File: src/rtl/seqgen_pkg.sv
// Shared types and constants for the serial pattern transmitter.
package seqgen_pkg;

  typedef enum logic [1:0] {
    IDLE  = 2'd0,
    SHIFT = 2'd1,
    GAP   = 2'd2,
    DONE  = 2'd3
  } seqgen_state_t;

  // Default pattern used by the sequence detectors' directed tests.
  localparam logic [3:0] PAT_1010 = 4'b1010;

endpackage

File: src/rtl/seqgen_piso.sv
// Parallel-in/serial-out shift register. Load has priority over shift;
// shifting fills with zeros, so PAT_W shifts after a load leave it empty.
module seqgen_piso #(
  parameter int PAT_W = 4
) (
  input  logic             clk,
  input  logic             rst,
  input  logic             load,
  input  logic             shift,
  input  logic [PAT_W-1:0] din,
  output logic             msb
);

  logic [PAT_W-1:0] shreg;

  // Load a new word or shift toward the MSB, zero-filling from the LSB.
  always_ff @(posedge clk or posedge rst) begin
    if (rst) begin
      shreg <= '0;
    end else if (load) begin
      shreg <= din;
    end else if (shift) begin
      shreg <= {shreg[PAT_W-2:0], 1'b0};
    end
  end

  assign msb = shreg[PAT_W-1];

endmodule

File: src/rtl/seqgen_serial_tx.sv
// Serial pattern transmitter: shifts a latched pattern out MSB-first,
// repeat_n times, with an optional idle gap between repetitions.
// The serial bit is taken straight from the shift register MSB, which is
// cleared whenever no pattern bit is being sent, so x is 0 outside SHIFT.
module seqgen_serial_tx
  import seqgen_pkg::*;
#(
  parameter int PAT_W = 4,
  parameter int CNT_W = 8,
  parameter int GAP_W = 4
) (
  input  logic             clk,
  input  logic             rst,
  input  logic             start,
  input  logic             abort,
  input  logic [PAT_W-1:0] pattern,
  input  logic [CNT_W-1:0] repeat_n,
  input  logic [GAP_W-1:0] gap,
  output logic             x,
  output logic             x_valid,
  output logic             sof,
  output logic             busy,
  output logic             done
);

  localparam int IDX_W = $clog2(PAT_W);
  localparam logic [IDX_W-1:0] LAST_IDX = IDX_W'(PAT_W - 1);

  seqgen_state_t    state;
  logic [IDX_W-1:0] bit_idx;
  logic [CNT_W-1:0] rep_cnt;   // repetitions remaining, including the current one
  logic [GAP_W-1:0] gap_cnt;   // gap cycles remaining after the current one
  logic [PAT_W-1:0] pat_q;
  logic [GAP_W-1:0] gap_q;

  logic             piso_load;
  logic             piso_shift;
  logic [PAT_W-1:0] piso_din;
  logic             piso_msb;

  logic             last_bit;
  logic             more_reps;
  logic             accept;
  logic             kill;

  assign last_bit  = (bit_idx == LAST_IDX);
  assign more_reps = (rep_cnt > CNT_W'(1));
  assign accept    = (state == IDLE) && start && !abort;
  assign kill      = abort && (state != IDLE);

  // Shift register control: reload at the start of every repetition,
  // shift while sending, clear on abort.
  always_comb begin
    piso_load  = 1'b0;
    piso_shift = 1'b0;
    piso_din   = pat_q;
    if (kill) begin
      piso_load = 1'b1;
      piso_din  = '0;
    end else begin
      case (state)
        IDLE: begin
          if (accept && (repeat_n != '0)) begin
            piso_load = 1'b1;
            piso_din  = pattern;
          end
        end
        SHIFT: begin
          if (last_bit && more_reps && (gap_q == '0)) begin
            piso_load = 1'b1;
          end else begin
            piso_shift = 1'b1;
          end
        end
        GAP: begin
          if (gap_cnt == '0) begin
            piso_load = 1'b1;
          end
        end
        default: ;
      endcase
    end
  end

  seqgen_piso #(
    .PAT_W (PAT_W)
  ) u_piso (
    .clk   (clk),
    .rst   (rst),
    .load  (piso_load),
    .shift (piso_shift),
    .din   (piso_din),
    .msb   (piso_msb)
  );

  assign x = piso_msb;

  // Transfer FSM with counters and registered status outputs.
  always_ff @(posedge clk or posedge rst) begin
    if (rst) begin
      state   <= IDLE;
      bit_idx <= '0;
      rep_cnt <= '0;
      gap_cnt <= '0;
      pat_q   <= '0;
      gap_q   <= '0;
      x_valid <= 1'b0;
      sof     <= 1'b0;
      busy    <= 1'b0;
      done    <= 1'b0;
    end else if (kill) begin
      state   <= IDLE;
      bit_idx <= '0;
      rep_cnt <= '0;
      gap_cnt <= '0;
      x_valid <= 1'b0;
      sof     <= 1'b0;
      busy    <= 1'b0;
      done    <= 1'b0;
    end else begin
      case (state)
        IDLE: begin
          if (accept) begin
            if (repeat_n != '0) begin
              state   <= SHIFT;
              pat_q   <= pattern;
              rep_cnt <= repeat_n;
              gap_q   <= gap;
              bit_idx <= '0;
              x_valid <= 1'b1;
              sof     <= 1'b1;
              busy    <= 1'b1;
            end else begin
              state <= DONE;
              done  <= 1'b1;
            end
          end
        end

        SHIFT: begin
          sof <= 1'b0;
          if (last_bit) begin
            bit_idx <= '0;
            if (more_reps) begin
              rep_cnt <= rep_cnt - CNT_W'(1);
              if (gap_q != '0) begin
                state   <= GAP;
                gap_cnt <= gap_q - GAP_W'(1);
                x_valid <= 1'b0;
              end else begin
                sof <= 1'b1;
              end
            end else begin
              state   <= DONE;
              rep_cnt <= '0;
              x_valid <= 1'b0;
              busy    <= 1'b0;
              done    <= 1'b1;
            end
          end else begin
            bit_idx <= bit_idx + IDX_W'(1);
          end
        end

        GAP: begin
          if (gap_cnt == '0) begin
            state   <= SHIFT;
            bit_idx <= '0;
            x_valid <= 1'b1;
            sof     <= 1'b1;
          end else begin
            gap_cnt <= gap_cnt - GAP_W'(1);
          end
        end

        DONE: begin
          state <= IDLE;
          done  <= 1'b0;
        end

        default: begin
          state <= IDLE;
        end
      endcase
    end
  end

endmodule

File: config.mk
export PLATFORM = sky130hd
export DESIGN_NAME = seqgen_serial_tx
export DESIGN_NICKNAME = d
export VERILOG_FILES = /design/src/rtl/seqgen_pkg.sv /design/src/rtl/seqgen_piso.sv /design/src/rtl/seqgen_serial_tx.sv
export SDC_FILE = /design/constraint.sdc
export NUM_CORES = 1
export LEC_CHECK = 0
export BUFFER_PORTS_ARGS = -buffer_cell sky130_fd_sc_hd__buf_2
export CAP_MARGIN = 25
export CORE_MARGIN = 8
export CORE_UTILIZATION = 55
export DETAILED_ROUTE_END_ITERATION = 8
export GPL_ROUTABILITY_DRIVEN = 0
export PLACE_DENSITY = 0.76
export SKIP_LAST_GASP = 1
export SLEW_MARGIN = 10
export SYNTH_ARGS = -nofsm -noshare
export SYNTH_HDL_FRONTEND = slang
export SYNTH_SLANG_ARGS = --single-unit
File: constraint.sdc
create_clock -name clk -period 2.72 [get_ports clk]
set_clock_uncertainty 0.15 [all_clocks]
set_input_delay 0.272 -clock clk [delete_from_list [all_inputs] [get_ports clk]]
set_output_delay 0.272 -clock clk [all_outputs]
set_load 0.01 [all_outputs]
# After elaboration in Yosys (flattened, before gate mapping)
# Index checks and enable logic that the tools add are counted.
[op_classes]
reduce_logical = 26
addsub = 4
mux = 62
eq_ne = 14
n_bitwise = 1
n_lt_le_gt_ge = 1
[ops]
columns = ["operator", "count"]
rows = [
  ["4-bit 2-to-1 mux", 10],
  ["8-bit 2-to-1 mux", 5],
  ["1-bit 2-to-1 mux", 26],
  ["2-bit 2-to-1 mux", 12],
  ["3-bit != test (second input constant)", 8],
  ["8-bit one-hot mux with 2 select lines", 1],
  ["4-bit AND reduction", 4],
  ["5-bit AND reduction", 3],
  ["1-bit one-hot mux with 3 select lines", 4],
  ["4-bit nonzero test", 3],
  ["8-bit by 1-bit greater-than comparator with 1-bit output (second input constant)", 1],
  ["4-bit logical NOT", 2],
  ["2-bit one-hot mux with 4 select lines", 1],
  ["4-bit one-hot mux with 2 select lines", 1],
  ["8-bit nonzero test", 1],
  ["4-bit by 1-bit subtractor with 4-bit output (second input constant)", 2],
  ["8-bit by 1-bit subtractor with 8-bit output (second input constant)", 1],
  ["2-bit == test (second input constant)", 3],
  ["1-bit logical AND", 6],
  ["2-bit one-hot mux with 3 select lines", 1],
  ["6-bit AND reduction", 1],
  ["3-bit nonzero test", 2],
  ["4-bit != test (second input constant)", 1],
  ["2-bit nonzero test", 2],
  ["other kinds (7)", 7],
]
[totals]
wordCells = 119
output_inout_bits = 5
ff_bits = 32
in_bits = 20

# Depth between registers and ports, before layout
[depth]
word_depth = 8
ltp_mapped = 9
ltp_nobuf = 8

# Modules after synthesis
# A second synthesis with hierarchy kept.
[hier_totals]
hier_cells = 216
area_unflattened_um2 = 2145.8
[modules_own_cells]
columns = ["module", "cells_each", "area_each_um2", "seq_area_each_um2", "n_inst"]
rows = [
  ["seqgen_serial_tx", 199, 1970.6, 700.7, 1],
  ["seqgen_piso", 17, 175.2, 100.1, 1],
]

# Least setup slack after synthesis
# OpenSTA, ideal clock, no wires.
[synth_path]
path_kind = "reg2reg"
from = "reg state[0]"
to = "reg gap_cnt[1]"
synth_period_minus_slack_ns = 2.410
required_ns = 2.442
arrival_ns = 2.132
path_stages_with_launch = 9
setup_slack_ns = 0.310
n_path_buf = 1
setup_time_ns = 0.128
cell_sequence = "dfrtp_1 > inv_1 > ha_1 > buf_2 > inv_1 > nor4b_1 > a21oi_1 > o21a_1 > mux2_1"
[synth_between]
elab_chain_cells = 4
word_cells_on_any_way = 12
cone_classes = "eq/ne (6); mux (2); reduce/logical (4)"
[synth_rtl]
columns = ["item", "line", "rtl"]
rows = [
  ["from (decl)", "seqgen_serial_tx.sv:29", "seqgen_state_t state;"],
  ["from (signal assigned)", "seqgen_serial_tx.sv:101", "state <= IDLE;"],
  ["from (signal assigned)", "seqgen_serial_tx.sv:112", "state <= IDLE;"],
  ["from (signal assigned)", "seqgen_serial_tx.sv:125", "state <= SHIFT;"],
  ["2-bit nonzero test", "seqgen_serial_tx.sv:49", "assign kill = abort && (state != IDLE);"],
  ["1-bit logical AND", "seqgen_serial_tx.sv:49", ""],
  ["3-bit != test (no source line) or 3-bit nonzero test (tied branches)", "-", ""],
  ["5-bit AND reduction (no source line)", "-", ""],
  ["to (signal assigned)", "seqgen_serial_tx.sv:148", "gap_cnt <= gap_q - GAP_W'(1);"],
  ["to (signal assigned)", "seqgen_serial_tx.sv:172", "gap_cnt <= gap_cnt - GAP_W'(1);"],
  ["to (decl)", "seqgen_serial_tx.sv:32", "logic [GAP_W-1:0] gap_cnt;"],
]
# Several ways; a longest one is shown, not always the timed one.
# A chain may end at the register's enable or synchronous reset.

# Worst setup path in the final report
[layout_path]
from = "reg rep_cnt[0]"
to = "reg gap_cnt[1]"
[layout_between]
elab_chain_cells = 3
[layout_rtl]
columns = ["item", "line", "rtl"]
rows = [
  ["from (decl)", "seqgen_serial_tx.sv:31", "logic [CNT_W-1:0] rep_cnt;"],
  ["from (signal assigned)", "seqgen_serial_tx.sv:127", "rep_cnt <= repeat_n;"],
  ["from (signal assigned)", "seqgen_serial_tx.sv:145", "rep_cnt <= rep_cnt - CNT_W'(1);"],
  ["8-bit by 1-bit greater-than comparator with 1-bit output", "seqgen_serial_tx.sv:47", "assign more_reps = (rep_cnt > CNT_W'(1));"],
  ["3-bit != test (no source line)", "-", ""],
  ["5-bit AND reduction (no source line)", "-", ""],
]
# No other way between the ends.

==> reports/qor.yml <==
status: "complete, no violations"
core_sq_mm: 0.003689
grt.total_usage_pct: 18.31
grt_max_degree: 33
diodes: 0
synth_most_common_cell: "dfrtp_1"
fin_crit_sh_pct: 94.88
crit_path_end_kind: "flip-flop"
drt-total-wl_microns: 5293
relSlewSlack_pct: 45.34
die_h_microns: 77.95
cts_buffers: 5
combPwrFrac_pct: 56.7
swShare_pct: 43.56
finalInstanceArea_sq_mm: 0.002496
multiInputGateArea_sq_mm: 0.001220
power.switching_mw: 1.287
area_delta_synth_final_pct: 18.26
pre_cts_slack_ns: 0.2139
synth_edf_count: 0
io_buffers: 24
hp-class: "input port to flip-flop"
seq_power_share_pct: 30.5
holdBufCountCts: 1
cts_setup_buffers: 0
power.clock.fraction_pct: 12.9
drv_slew: 0
syn_nets: 251
clock_latency_ns: 0.28
regArea_sq_um: 800.8
cts-root-buf: "clkbuf_8"
synth.top_cells.by_count: "dfrtp_1, o21ai_0, nand2_1, nor2_1, inv_1"
final_util_pct: 67.67
netlist_instances: 222
layout_min_cycle_time_ns: 2.581
ys_types: 55
hold_violations: 0
leakagePower_nw: 1.095
async_flop_share_pct: 100.0
drt_iter0_markers: 167
nets: 290
wl_per_cell_microns: 17.07
via_per_inst: 6.274
setup_slack_ns: 0.1394
post-dp-hpwl_microns: 3963
clk_pin_slew_ns: 0.07
drtAntennaViolNets: 0
ys_warn_count: 0
vias: 1945
rsz0062_at_grt: "no"
io_pins: 25
post_cts_resize_count: 0
antenna_found_initial: 0
fillers: 311
placed_area_sq_mm: 0.002394
yosysTopAreaCell: "dfrtp_1"
syn_avg_cell_area_sq_um: 9.508
hold_slack_ns: 0.04595
start_kind: "flip-flop"
clkSinkCount: 32
worst_pin_slew_ns: 0.8071
setup-violations-final: 0
power_density_mw_per_mm2: 1184
synth_area_leaders: "dfrtp_1, ha_1, mux2_2"
start_util_pct: 57.23
arrival_ns: 2.59
fmax_ghz: 0.3875
layout-drive-gt1-share_pct: 25.95
grt_pass1_wl_microns: 9177
synth_flop_cell: "dfrtp_1"
path_max_fanout: 7
setup_tns_ns: 0
die-area_sq_mm: 0.006076
firstDrtPassIters: 4
ys_ff_latch: 32
internal-power_mw: 1.668
synth.top_cell.area_share_pct: 37.94
drv.max_cap_violation_count: 0
required_ns: 2.73
ctsLongestPathBuffers: 2
seq_area_frac_synth_pct: 37.94
cts_tree: "done"
grt.overflow.total: 0
die_x_microns: 77.95
path_class: "flip-flop to flip-flop"
grt_pass1_vias: 1901
ir_drop_mv: 0.6666
htreeDepth: 2
row_count: 22
mappedNetlistArea_sq_mm: 0.002111
drc_errors: 0
## path summary, 6_finish.rpt
path	end	startpoint	slack (ns)	depth (start not counted)
setup reg to reg	gap_cnt[1]	rep_cnt[0]	0.14	7
hold reg to reg	bit_idx[1]	bit_idx[1]	0.34	2
min in group asynchronous	u_piso.shreg[2]	rst	0.45	4
hold / removal	gap_q[2]	gap[2]	0.05	3
max in group asynchronous	bit_idx[1]	rst	1.65	4
setup / recovery	gap_cnt[1]	rep_cnt[0]	0.14	7
## through the flow
| step | instances | power, mW |
|---|---|---|
| 2_1_floorplan | 222 | 2.063 |
| 3_3_place_gp | 301 | 2.506 |
| 3_5_place_dp | 301 | 2.553 |
| 4_1_cts | 310 | 2.945 |
| 5_1_grt | 310 | 3.175 |
| 6_report | 310 | 2.955 |
## power groups by stage
stage                     combinational (mW)  clock [mW]  sequential [mW]
after CTS                               1.66       0.390            0.895
after global placement                  1.61           0            0.892
after global routing                    1.85       0.402            0.927
after floorplan                         1.19           0            0.868
final                                   1.67       0.380            0.900
after detailed placement                1.65           0            0.901
## final cells by class
class	instances	area share, %
inverter	12	1.805
clock inverter	2	0.4010
clock buffer	6	3.308
sequential	32	32.08
timing repair buffer	43	11.13
multi-input combinational	167	48.87
tap	48	2.406
## critical path, stage by stage (launching register included)
cell	delay, ns
dfrtp_1	0.50
inv_1	0.08
ha_1	0.25
nor2_1	0.38
o31ai_1	0.13
a21oi_1	0.38
o21a_1	0.24
mux2_1	0.34
## metal layers
layer,global-route usage (%),vias to the layer above,wire length [microns]
li1,-,920,-
met4,5.926,0,106
met3,3.802,13,330
met2,29.99,73,2533
met5,0,-,0
met1,23.51,939,2322
## logic make-up (layout without fill, tap and decap cells)
kind of cell	Yosys count	after routing	synth area share, %
AND/OR/NAND/NOR	67	67	17.43
XOR/XNOR	1	1	0.4150
adder cells (fa/ha/maj)	9	9	5.335
AO/OA/AOI/OAI	73	73	25.85
multiplexers	17	17	8.773
flip-flops	32	32	37.94
buffers and inverters	23	63	4.268
## cell usage in the layout (no fill, tap or decap), drive strengths merged, types with 3 or more instances in the layout
cell type / Yosys / routed
nand2: 13 / 13
mux2: 12 / 12
nand3: 7 / 7
mux2i: 5 / 5
o22ai: 3 / 3
o21ai: 19 / 19
o31ai: 5 / 5
inv: 12 / 12
o221ai: 3 / 3
o311ai: 3 / 3
clkbuf: 8 / 6
o211ai: 3 / 3
dfrtp: 32 / 32
a221o: 3 / 3
nor3: 6 / 6
a22o: 3 / 3
nand2b: 6 / 6
o2bb2ai: 3 / 3
nor2: 13 / 13
nor4: 4 / 4
buf: 3 / 42
ha: 9 / 9
nor2b: 3 / 3
a21oi: 7 / 7
nand3b: 3 / 3
a2bb2oi: 4 / 4
## state kept, by name, indices dropped and copies added, names as in the netlist, 2 cells and up
signal / flops
u_piso.shreg: 4
rep_cnt: 8
pat_q: 4
gap_q: 4
state: 2
gap_cnt: 4
bit_idx: 2
Note: power is estimated with default switching activity, not from simulation.
